### config.mk
export PLATFORM = sky130hd
export DESIGN_NAME = if_id_queue
export DESIGN_NICKNAME = d
export VERILOG_FILES = /design/src/rtl/if_id_queue.sv
export SDC_FILE = /design/constraint.sdc
export NUM_CORES = 1
export LEC_CHECK = 0
export BUFFER_PORTS_ARGS = -buffer_cell sky130_fd_sc_hd__buf_2
export CELL_PAD_IN_SITES_DETAIL_PLACEMENT = 1
export CELL_PAD_IN_SITES_GLOBAL_PLACEMENT = 1
export CORE_MARGIN = 3
export CORE_UTILIZATION = 40
export DETAILED_ROUTE_END_ITERATION = 10
export PLACE_DENSITY_LB_ADDON = 0.1
export REMOVE_ABC_BUFFERS = 1
export SYNTH_ARGS = -nofsm -noshare
export SYNTH_HDL_FRONTEND = slang
export SYNTH_SLANG_ARGS = --single-unit
### constraint.sdc
create_clock -name Clk -period 8.8 [get_ports Clk]
set_input_delay 1.76 -clock Clk [delete_from_list [all_inputs] [get_ports Clk]]
set_output_delay 1.76 -clock Clk [all_outputs]
set_load 0.02 [all_outputs]
### src/rtl/if_id_queue.sv
// Fetch queue between IF and ID: buffers {PC, instruction} pairs so fetch can run ahead of decode.
// Full-queue stall comes from registered occupancy only; a flush discards every buffered entry.
module if_id_queue #(
    parameter int DEPTH = 4,
    parameter int WIDTH = 32
) (
    input  logic                       Clk,
    input  logic                       Rst,
    input  logic                       Flush,
    input  logic                       Push_Valid,
    input  logic [WIDTH-1:0]           Push_PC,
    input  logic [WIDTH-1:0]           Push_Instr,
    output logic                       Fetch_Stall,
    input  logic                       Pop_Ready,
    output logic                       Out_Valid,
    output logic [WIDTH-1:0]           Out_PC,
    output logic [WIDTH-1:0]           Out_Instr,
    output logic [$clog2(DEPTH):0]     Count
);

    localparam int AW = $clog2(DEPTH);
    localparam int CW = AW + 1;

    logic [WIDTH-1:0] mem_pc    [DEPTH];
    logic [WIDTH-1:0] mem_instr [DEPTH];
    logic [AW-1:0]    wr_ptr;
    logic [AW-1:0]    rd_ptr;
    logic [CW-1:0]    count_q;
    logic             push_acc;
    logic             pop_acc;

    assign Fetch_Stall = (count_q == CW'(DEPTH));
    assign Out_Valid   = (count_q != '0);
    assign Count       = count_q;

    assign push_acc = Push_Valid & ~Fetch_Stall & ~Flush;
    assign pop_acc  = Pop_Ready & Out_Valid & ~Flush;

    // Pointers wrap naturally because DEPTH is a power of two.
    always_ff @(posedge Clk or posedge Rst) begin
        if (Rst) begin
            wr_ptr  <= '0;
            rd_ptr  <= '0;
            count_q <= '0;
        end else if (Flush) begin
            wr_ptr  <= '0;
            rd_ptr  <= '0;
            count_q <= '0;
        end else begin
            if (push_acc)
                wr_ptr <= wr_ptr + AW'(1);
            if (pop_acc)
                rd_ptr <= rd_ptr + AW'(1);
            if (push_acc && !pop_acc)
                count_q <= count_q + CW'(1);
            else if (pop_acc && !push_acc)
                count_q <= count_q - CW'(1);
        end
    end

    // Storage is left unreset; outputs are masked whenever the queue is empty.
    always_ff @(posedge Clk) begin
        if (push_acc) begin
            mem_pc[wr_ptr]    <= Push_PC;
            mem_instr[wr_ptr] <= Push_Instr;
        end
    end

    assign Out_PC    = Out_Valid ? mem_pc[rd_ptr]    : '0;
    assign Out_Instr = Out_Valid ? mem_instr[rd_ptr] : '0;

endmodule

==> results by group <==
STA
  – Worst Skew: around 0.0095 ns
  – RSZ-0062 raised after global routing: false
  – Final hold violation count: 0
  – Setup-failing EPs final: 0
  – Setup TNS: 0 ns
  – Pins Over Slew Limit: 0
  – Min Hold Slack: roughly 0.6 ns
  – Worst Max-Slew Pin Slew: 1.08 ns
  – Max Clk Rate: just over 200 MHz
  – Fin crit share: 0.551
  – Fin crit period: between 4 and 5 ns
  – Slew HR: 0.281

Clock network
  – CTS Root Cell: clkbuf_16
  – Sinks on Clock Net: 263
  – Hold buffers post-CTS: 0
  – Worst-Skew Late Latency: 0.53 ns
  – CTS max path bufs: 3
  – Htree depth: 1
  – Post-CTS Resized: 0
  – Reg clk slew, reported paths: 0.06 ns
  – CTS tree: yes
  – Num CTS Buffers: 28
  – Setup Buffers After CTS: 0

Global route
  – First-pass GRT wire length: roughly 32000 um
  – Layer with the highest usage: met2
  – M3 GR Usage: 0.0309
  – Vias in the first global route: about 5600
  – Met1 GRT Util: 0.195
  – Tot GR Track Use: 0.148
  – Grt ovf: 0
  – Largest net degree at the start of global routing: 66
  – Initial antenna violation count: 2
  – GR Layer Usage met2: 0.258

Worst setup path
  – Critical Path AT: between 3 and 4 ns
  – Number of buffers and inverters on the critical path: 2
  – Max incr delay on CP: roughly 0.82 ns
  – Worst Setup End Kind: output port
  – Critical Path Start Type: flop
  – Slowest stage cell on the critical path: dfrtp_4
  – Max FO, Critical Path: 38
  – Crit-path cells: buf_4 > mux4_2 > and2_1 > buf_2
  – Critical Path RT: 7.04 ns
  – Worst path top cell family by delay: buffers and inverters
  – Crit Path Category: flop to output port

Place
  – Final GP Congestion: around 0.71
  – Port Buffers: ~140
  – Dpl cells: between 900 and 1000
  – Detail Placement HPWL: 11500 um

Yosys
  – Post-synth top area cell: edfxtp_1
  – Mean Syn Cell Area: roughly 22 um2
  – Most common cell in the synthesized netlist: edfxtp_1
  – Commonest cells post-synth: edfxtp_1 (256), and2_1 (69), mux4_2 (64)
  – Fraction of the yosys area taken by sequential cells: 0.769
  – Syn. warnings: 0
  – Yosys reg bits: approximately 260
  – Mapped Area: around 0.010 mm2
  – Share of the synthesized area in the top cell type: 0.752
  – Top cells by area in the synthesized netlist: edfxtp_1 (75%), mux4_2 (14%), and2_1 (4.2%), dfrtp_1 (1.7%), buf_2 (0.64%)
  – Post-Synthesis Cells: approximately 470
  – EDFF count, synth: around 260
  – Post-synth ARST share: 0.0266
  – Unique masters post-synth: 29
  – Top FF cell, synth: edfxtp_1

Floorplan
  – Die area: 0.0275 mm2
  – Die X: about 170 um
  – CORE AREA: 0.0247 mm2
  – Rows: 57
  – Die Y: between 150 and 200 um
  – Initial core utilization: 0.413
  – I/O Pins: about 140

Cells and area
  – Fraction of layout cells with a size suffix above 1: 0.400
  – NumNets Final: around 700
  – Syn-to-layout area delta: 18.6%
  – Final non-filler cell total: ~960
  – FILL cells: 2272
  – Layout Utilization: 0.490

Drt
  – Vias: 4945
  – DR pass1 iterations: 6
  – Iteration-0 DRC count of the detailed router: ~250
  – Vias per cell: ~5.2
  – Post-DRT Antenna Nets: 0
  – Drt total wl: between 20000 and 25000 um
  – DRC viols: 0
  – WL/cell: between 20 and 25 um

Pwr
  – Net switching power: between 0.001 and 0.0015 W
  – PwrDens: ~320 mW/mm2
  – Total power: 0.00382 W
  – Clk pwr share: 0.307
  – Cell leakage power: around 4.2 nW
  – Comb pwr share: 0.289
  – Peak VDD IR: ~0.13 mV
  – Switching share of power: 0.310
  – Power Internal: roughly 0.0026 W
  – Sequential fraction of design power: 0.404

Outcome
  – Status: finished clean

Run
  – Maxcap violations: 0

Worst hold path
  – Hold Crit Class: flop to flop
cells by family after synthesis:
| family | after synthesis | share of synthesized area |
|---|---|---|
| DFF | 263 | 0.769 |
| and+or+nand+nor | 84 | 0.0504 |
| muxes | 67 | 0.144 |
| buffers and inverters | 33 | 0.0174 |
| AOI/OAI and AO/OA | 14 | 0.0102 |
| adders and majority gates | 5 | 0.00686 |
| xor gates and xnor gates | 2 | 0.00171 |
power groups by stage:
stage               registers (W)  logic [W]  clock network, W
finish                    0.00155    0.00111           0.00117
global route              0.00156    0.00120           0.00126
global placement          0.00157    0.00113                 0
CTS                       0.00155    0.00114           0.00120
detailed placement        0.00158    0.00114                 0
floorplan                 0.00159   0.000732                 0
final cells by class:
cell class                 instances  area [um2]  share of cell area
antenna                            1        2.50            0.000206
clock buffer                      31         733              0.0605
clock inverter                    20         194              0.0160
inverter                           7        26.3             0.00217
multi-input combinational        172        2190               0.181
sequential                       263        7870               0.649
tap                              324         405              0.0334
timing repair buffer             139         701              0.0578
worst reg2reg max path, cell delays in order, from the launching register on:
cell and delay (ns):
dfrtp_1 0.54, nor3b_1 0.52, nor3_1 0.20, and2_1 0.22
fa_1 0.45, a21bo_2 0.24, a311oi_1 0.30, o311a_1 0.20
metal layers:
metal / wire length (um) / part of all wire
met3: 975 / 0.047
met1: 8780 / 0.42
met4: 322 / 0.015
met5: 13 / 0.00062
met2: 10700 / 0.52
path summary, 6_finish.rpt:
check	cells after the start	to	start	slack (ns)
max in group asynchronous	2	rd_ptr[1]	Rst	7.37
min in group asynchronous	2	Count[2]	Rst	1.17
worst min register to register	2	wr_ptr[0]	wr_ptr[0]	0.61
worst max-delay path	4	Out_Instr[30]	rd_ptr[0]	3.95
worst max register to register	7	Count[2]	Count[2]	6.07
worst min-delay path	2	wr_ptr[0]	wr_ptr[0]	0.61
sequential cells by signal, indices dropped and copies added (netlist names):
signal / cells
rd_ptr: 2
wr_ptr: 2
mem_pc: 128
mem_instr: 128
Count: 3
placed cells by master, fill, tap and decap left out, types with 2 or more instances in the layout:
| master | synthesis | layout |
|---|---|---|
| clkbuf_16 | 0 | 29 |
| buf_2 | 13 | 137 |
| dfrtp_4 | 0 | 2 |
| clkinv_2 | 0 | 8 |
| bufinv_16 | 0 | 4 |
| inv_1 | 7 | 7 |
| xor2_1 | 2 | 2 |
| clkbuf_1 | 8 | 2 |
| buf_4 | 0 | 2 |
| mux4_2 | 64 | 64 |
| o31ai_1 | 2 | 2 |
| a21oi_1 | 2 | 2 |
| nor2_1 | 7 | 7 |
| dfrtp_1 | 7 | 5 |
| clkinv_1 | 0 | 7 |
| ha_1 | 4 | 4 |
| and2_4 | 0 | 4 |
| mux2i_1 | 2 | 2 |
| nand3b_1 | 3 | 3 |
| and2_1 | 69 | 65 |
| edfxtp_1 | 256 | 256 |
| o21ai_0 | 3 | 3 |
stage by stage:
| stage | area (um2) | setup slack [ns] |
|---|---|---|
| after detailed placement | 11200 | 4.38 |
| after CTS | 12100 | 3.81 |
| after global routing | 12100 | 3.68 |
| final | 12100 | 3.95 |
| after floorplan | 10100 | 3.57 |
| after global placement | 11200 | 4.39 |
Note: power is estimated with default switching activity, not from simulation.
